==> config.mk <==
export PLATFORM = sky130hd
export DESIGN_NAME = sync_fifo_reader
export DESIGN_NICKNAME = d
export VERILOG_FILES = /design/src/rtl/fifo_pkg.sv /design/src/rtl/skid_buf.sv /design/src/rtl/sync_fifo_reader.sv
export SDC_FILE = /design/constraint.sdc
export NUM_CORES = 1
export LEC_CHECK = 0
export BUFFER_PORTS_ARGS = -buffer_cell sky130_fd_sc_hd__buf_2
export CAP_MARGIN = 10
export CORE_MARGIN = 4
export CORE_UTILIZATION = 32
export CTS_CLUSTER_DIAMETER = 30
export DETAILED_ROUTE_END_ITERATION = 6
export PLACE_DENSITY = 0.5
export SLEW_MARGIN = 25
export SYNTH_ARGS = -nofsm -noshare
export SYNTH_HDL_FRONTEND = slang
export SYNTH_SLANG_ARGS = --single-unit
export TNS_END_PERCENT = 100
==> constraint.sdc <==
create_clock -name clk -period 3.7 [get_ports clk]
set_clock_uncertainty 0.2 [all_clocks]
set_input_delay 0.555 -clock clk [delete_from_list [all_inputs] [get_ports clk]]
set_output_delay 0.555 -clock clk [all_outputs]
set_load 0.05 [all_outputs]
==> src/rtl/fifo_pkg.sv <==
// Constants and types shared between the scheduling-queue FIFO and its read-side adapter.
package fifo_pkg;
    localparam int DATA_W     = 32;
    localparam int FIFO_DEPTH = 8;

    typedef logic [DATA_W-1:0] fifo_word_t;
endpackage

==> src/rtl/skid_buf.sv <==
// Small power-of-two circular buffer that catches words arriving one cycle after their read strobe.
module skid_buf
    import fifo_pkg::*;
#(
    parameter int W      = fifo_pkg::DATA_W,
    parameter int DEPTH  = 2,
    localparam int PTR_W = $clog2(DEPTH),
    localparam int OCC_W = PTR_W + 1
) (
    input  logic             clk,
    input  logic             rst,
    input  logic             flush,
    input  logic             push,
    input  logic [W-1:0]     push_data,
    input  logic             pop,
    output logic [W-1:0]     head_data,
    output logic [OCC_W-1:0] occ
);

    logic [W-1:0]     mem [DEPTH];
    logic [PTR_W-1:0] head;
    logic [PTR_W-1:0] tail;
    logic             do_push;
    logic             do_pop;

    assign do_push   = push && !flush;
    assign do_pop    = pop && (occ != '0) && !flush;
    assign head_data = mem[head];

    // Storage is reset too so the head word reads as zero straight out of reset.
    always_ff @(posedge clk or negedge rst) begin
        if (!rst) begin
            for (int i = 0; i < DEPTH; i++) mem[i] <= '0;
        end else if (do_push) begin
            mem[tail] <= push_data;
        end
    end

    always_ff @(posedge clk or negedge rst) begin
        if (!rst) begin
            head <= '0;
            tail <= '0;
            occ  <= '0;
        end else if (flush) begin
            head <= '0;
            tail <= '0;
            occ  <= '0;
        end else begin
            if (do_push) tail <= tail + PTR_W'(1);
            if (do_pop)  head <= head + PTR_W'(1);
            if (do_push && !do_pop)      occ <= occ + OCC_W'(1);
            else if (do_pop && !do_push) occ <= occ - OCC_W'(1);
        end
    end

endmodule

==> src/rtl/sync_fifo_reader.sv <==
// Read-side adapter: issues credit-limited reads to a registered-read FIFO and streams the
// words out as valid/ready, counting every word delivered.
module sync_fifo_reader
    import fifo_pkg::*;
#(
    parameter int DATA_W     = fifo_pkg::DATA_W,
    parameter int SKID_DEPTH = 2,
    parameter int CNT_W      = 16
) (
    input  logic              clk,
    input  logic              rst,
    input  logic              flush,
    output logic              fifo_read,
    input  logic              fifo_empty,
    input  logic [DATA_W-1:0] fifo_rdData,
    output logic              out_valid,
    input  logic              out_ready,
    output logic [DATA_W-1:0] out_data,
    output logic [CNT_W-1:0]  rd_count
);

    localparam int OCC_W = $clog2(SKID_DEPTH) + 1;

    logic             pend;
    logic             pop;
    logic [OCC_W-1:0] occ;
    logic [OCC_W:0]   credit_sum;

    // Handshake: a word transfers on a posedge where out_valid && out_ready; once out_valid is
    // high, out_data holds until that transfer. Transfers during flush are dropped.
    assign out_valid = (occ != '0);
    assign pop       = out_valid && out_ready && !flush;

    // Counts the buffered words plus the one in flight, net of this cycle's pop, so a read can
    // be issued in the same cycle a slot frees up.
    assign credit_sum = {1'b0, occ} + (OCC_W + 1)'(pend) - (OCC_W + 1)'(pop);
    assign fifo_read  = rst && !fifo_empty && !flush &&
                        (credit_sum < (OCC_W + 1)'(SKID_DEPTH));

    always_ff @(posedge clk or negedge rst) begin
        if (!rst) pend <= 1'b0;
        else      pend <= fifo_read;
    end

    always_ff @(posedge clk or negedge rst) begin
        if (!rst)       rd_count <= '0;
        else if (flush) rd_count <= '0;
        else if (pop)   rd_count <= rd_count + CNT_W'(1);
    end

    skid_buf #(
        .W     (DATA_W),
        .DEPTH (SKID_DEPTH)
    ) u_buf (
        .clk       (clk),
        .rst       (rst),
        .flush     (flush),
        .push      (pend),
        .push_data (fifo_rdData),
        .pop       (pop),
        .head_data (out_data),
        .occ       (occ)
    );

endmodule

==> report_table.html <==
<table>
<tr><th>Metric</th><th>Value</th></tr>
<tr><th colspan="2">Status</th></tr>
<tr><td>Status</td><td>complete, no violations</td></tr>
<tr><th colspan="2">GRT</th></tr>
<tr><td>Global-route total usage across every layer</td><td>around 13%</td></tr>
<tr><td>Initial antenna violation count</td><td>0</td></tr>
<tr><td>Maximum number of pins on one net before global-route repair</td><td>65</td></tr>
<tr><td>Vias in the first global route</td><td>2707</td></tr>
<tr><td>Total overflow reported by the global router</td><td>0</td></tr>
<tr><td>Global-route wire length before repair</td><td>13900 um</td></tr>
<tr><th colspan="2">Floorplanning</th></tr>
<tr><td>Number of core rows</td><td>39</td></tr>
<tr><td>Floorplan core area</td><td>around 12000 um2</td></tr>
<tr><td>Area enclosed by the die boundary</td><td>13800 um2</td></tr>
<tr><td>Y dimension of the die</td><td>around 120 um</td></tr>
<tr><td>Initial standard-cell utilization of the core</td><td>~33%</td></tr>
<tr><td>Die width</td><td>between 100 and 150 um</td></tr>
<tr><td>Ports placed on the boundary</td><td>87</td></tr>
<tr><th colspan="2">Synthesis</th></tr>
<tr><td>Top-count cell post-synth</td><td>mux2_2</td></tr>
<tr><td>List of most frequent post-synthesis cells</td><td>96 x mux2_2, 85 x dfrtp_1, 16 x nor2_1</td></tr>
<tr><td>Cells after Synth</td><td>between 200 and 300</td></tr>
<tr><td>YS warnings</td><td>0</td></tr>
<tr><td>Mapped Nets</td><td>330</td></tr>
<tr><td>Avg Cell Area, Syn</td><td>between 10 and 15 um2</td></tr>
<tr><td>Biggest area consumer among synthesized cells</td><td>dfrtp_1</td></tr>
<tr><td>Area share of the largest cell type after synthesis</td><td>between 50% and 60%</td></tr>
<tr><td>Prevailing post-synth register cell</td><td>dfrtp_1</td></tr>
<tr><td>Sequential element share of the synthesized area</td><td>between 50% and 60%</td></tr>
<tr><td>Synth Register Bits</td><td>85</td></tr>
<tr><td>Top cells by area, synth</td><td>dfrtp_1 55%, mux2_2 28%, xnor2_1 2.7%</td></tr>
<tr><td>Count of different cell masters after synthesis</td><td>32</td></tr>
<tr><td>Number of synthesized flops with an enable pin</td><td>0</td></tr>
<tr><td>Post-synthesis cell area</td><td>approximately 3800 um2</td></tr>
<tr><td>Post-synth ARST share</td><td>100%</td></tr>
<tr><th colspan="2">Timing</th></tr>
<tr><td>RSZ-0062 raised after global routing</td><td>no</td></tr>
<tr><td>Maximum clock rate</td><td>between 200 and 300 MHz</td></tr>
<tr><td>Setup violators final</td><td>0</td></tr>
<tr><td>Shortest period the worst path allows</td><td>roughly 3.5 ns</td></tr>
<tr><td>Count of endpoints failing hold in the final timing report</td><td>0</td></tr>
<tr><td>Final Cycle Share</td><td>between 90% and 100%</td></tr>
<tr><td>Final count of pins violating max slew</td><td>0</td></tr>
<tr><td>Setup tns final</td><td>0 ns</td></tr>
<tr><td>Rel. slew slack</td><td>between 40 and 50%</td></tr>
<tr><td>PnR worst setup slack</td><td>roughly 0.17 ns</td></tr>
<tr><td>Slew of the pin with the lowest slew margin</td><td>between 0.8 and 0.9 ns</td></tr>
<tr><th colspan="2">Clock tree</th></tr>
<tr><td>CTS Buf Count</td><td>9</td></tr>
<tr><td>Buffers inserted by post-CTS timing repair</td><td>0</td></tr>
<tr><td>Largest buffer count on any clock path</td><td>2</td></tr>
<tr><td>CTS sink count</td><td>85</td></tr>
<tr><td>Clock transition time at the flip-flop clock pins of the worst setup and hold paths</td><td>roughly 0.06 ns</td></tr>
<tr><td>TritonCTS clock tree</td><td>built</td></tr>
<tr><td>Worst-Skew Late Latency</td><td>roughly 0.35 ns</td></tr>
<tr><td>Root buffer selected by CTS</td><td>clkbuf_16</td></tr>
<tr><td>H-tree depth</td><td>3</td></tr>
<tr><th colspan="2">Critical path</th></tr>
<tr><td>Critical R2R Capture</td><td>pend</td></tr>
<tr><td>Endpoint of the worst setup timing path</td><td>fifo_read</td></tr>
<tr><td>Setup crit end kind</td><td>output pin</td></tr>
<tr><td>Worst setup slack for register-to-register paths</td><td>approximately 1.2 ns</td></tr>
<tr><td>Startpoint of the most critical register-to-register path</td><td>u_buf.occ[1]</td></tr>
<tr><td>Class of the most critical setup path</td><td>reg -&gt; out</td></tr>
<tr><td>Crit. Startpoint</td><td>u_buf.occ[1]</td></tr>
<tr><td>CP max-delay cell</td><td>dfrtp_1</td></tr>
<tr><td>Register-to-Register Path Depth</td><td>8</td></tr>
<tr><td>Data arrival time of the critical path</td><td>between 2 and 3 ns</td></tr>
<tr><td>Cells along the critical path</td><td>or2_2 -&gt; nand2_1 -&gt; nor2_1 -&gt; ha_1 -&gt; nand2b_1 -&gt; fa_1 -&gt; nand2_1 -&gt; nor4_4 -&gt; buf_4</td></tr>
<tr><td>Stage delay of the slowest cell on the critical path</td><td>0.49 ns</td></tr>
<tr><td>Sort of element at the start of the critical path</td><td>register</td></tr>
<tr><td>Endpoint required time on the critical path</td><td>between 2 and 3 ns</td></tr>
<tr><td>CP dominant cell by count</td><td>nand2_1</td></tr>
<tr><td>CP max FO</td><td>8</td></tr>
<tr><th colspan="2">Place</th></tr>
<tr><td>Final GP Congestion</td><td>between 0.6 and 0.7</td></tr>
<tr><td>Hpwl dp</td><td>approximately 5600 um</td></tr>
<tr><td>Port bufs</td><td>86</td></tr>
<tr><td>DP Worst Slack</td><td>~0.46 ns</td></tr>
<tr><th colspan="2">Power</th></tr>
<tr><td>Leakage power figure</td><td>2.25 nW</td></tr>
<tr><td>Areal power density over the cells</td><td>between 600 and 700 nW/um2</td></tr>
<tr><td>Worst-case vdd ir drop</td><td>0.378 mV</td></tr>
<tr><td>PnR Total Power</td><td>approximately 0.0033 W</td></tr>
<tr><th colspan="2">Layout</th></tr>
<tr><td>Area growth from synthesis to final layout</td><td>25.4%</td></tr>
<tr><td>Fraction of final layout cells sized beyond drive strength 1</td><td>around 54%</td></tr>
<tr><td>Number of nets in the final layout</td><td>roughly 420</td></tr>
<tr><td>Diodes inserted</td><td>0</td></tr>
<tr><th colspan="2">Drt</th></tr>
<tr><td>Number of nets with antenna violations after routing</td><td>0</td></tr>
<tr><td>Total iterations of the first detailed-routing run</td><td>5</td></tr>
<tr><td>Final Routed Wirelength</td><td>roughly 8200 um</td></tr>
<tr><td>Number of vias per cell after detailed routing</td><td>4.82</td></tr>
<tr><td>Remaining DRCs</td><td>0</td></tr>
<tr><td>Violation count after the first detailed-route iteration</td><td>just over 100</td></tr>
<tr><td>Via total after detailed routing</td><td>between 2k and 3k</td></tr>
<tr><td>Routed WL per cell</td><td>between 15 and 20 um</td></tr>
<tr><th colspan="2">Flow run</th></tr>
<tr><td>Maximum Capacitance Violations</td><td>0</td></tr>
<tr><th colspan="2">Worst hold path</th></tr>
<tr><td>Min-delay worst type</td><td>in -&gt; reg</td></tr>
</table>
worst min path at each step:
stage                     from           end  slack, ns  cells after the start
global placement           rst  rd_count[11]       0.27                      1
detailed placement         rst  rd_count[11]       0.27                      1
global route        fifo_empty          pend       0.19                      2
floorplan                  rst          pend       0.06                      0
CTS                 fifo_empty          pend       0.18                      2
finish              fifo_empty          pend       0.20                      2
sequential cells by signal (all words and copies together), names as in the netlist:
| name | cells |
|---|---|
| u_buf.head | 1 |
| rd_count | 16 |
| u_buf.tail | 1 |
| u_buf.occ | 2 |
| u_buf.mem | 64 |
| pend | 1 |
worst max-delay path, delay by kind of cell (launching register included):
family | cells | cell delay [ns]
flops | 1 | 0.49
fa+ha+maj | 2 | 0.75
simple gates | 6 | 0.96
buf+inv | 1 | 0.24
area by class of cell:
type,instances,area [um2]
clock buffers,12,236
multi-input cells,180,1640
repair buffers,94,498
inverters,8,30.0
clock inverters,4,120
flip-flops and latches,85,2130
well taps,143,179
fillers,1140,6780
layer usage:
metal / track usage, % / share of wire [%] / vias to the layer above
li1: - / - / 1186
met1: 15.1 / 43 / 1261
met2: 19.7 / 47 / 77
met3: 6.78 / 9.0 / 9
met4: 4.18 / 1.3 / 0
met5: 0 / 0 / -
power breakdown:
group,switching (W),internal (W),leakage (nW)
logic,0.000642,0.000337,0.978
registers,0.0000838,0.00110,1.10
clock network,0.000358,0.000729,0.171
cells in the final DEF (no fill, tap or decap):
cell type      Yosys  layout
mux2_2            96      96
dfrtp_1           85      85
buf_2              4      84
nor2_1            16      16
xnor2_1           12      12
nand2_1           10      10
clkbuf_16          0       9
buf_4              1       9
inv_1              8       8
a21oi_1            6       6
nor3_1             6       5
xor2_1             4       4
bufinv_16          0       4
o21ai_0            3       3
nand4_1            3       3
clkbuf_1          10       3
or2_2              2       2
nand3_1            2       2
o31ai_1            2       2
or4_1              2       2
or3_1              2       2
nor4_1             3       2
ha_1               2       2
nand2b_1           1       1
nor4_4             0       1
nor3_2             0       1
and4_1             1       1
and3_1             1       1
o2111ai_4          1       1
or2_1              1       1
o21a_1             1       1
nand3b_1           1       1
a2111oi_0          1       1
fa_1               1       1
dlygate4sd3_1      0       1
per-stage QoR:
stage,hold WS (ns),cell area [um2],util [%],cells
final,0.197,4830,41.6,526
after global routing,0.187,4830,41.6,526
after CTS,0.184,4830,41.6,526
after detailed placement,0.267,4460,38.4,509
after global placement,0.268,4460,38.4,509
after floorplan,0.0594,3860,-,290
cell families after synthesis:
group | count (synthesis) | synth area share [%]
xor gates and xnor gates | 16 | 3.64
AOI/OAI and AO/OA | 14 | 2.66
and+or+nand+nor | 51 | 6.50
muxes | 96 | 28.1
DFF | 85 | 55.2
adders and majority gates | 3 | 1.17
buffers and inverters | 25 | 2.70
repair_timing:
item                       in CTS  in global routing
hold buffers                    1                  0
resized for setup               0                  2
hold endpoints to repair       21                  0
setup endpoints to repair       0                  1
Power figures use the tool's default switching activity.
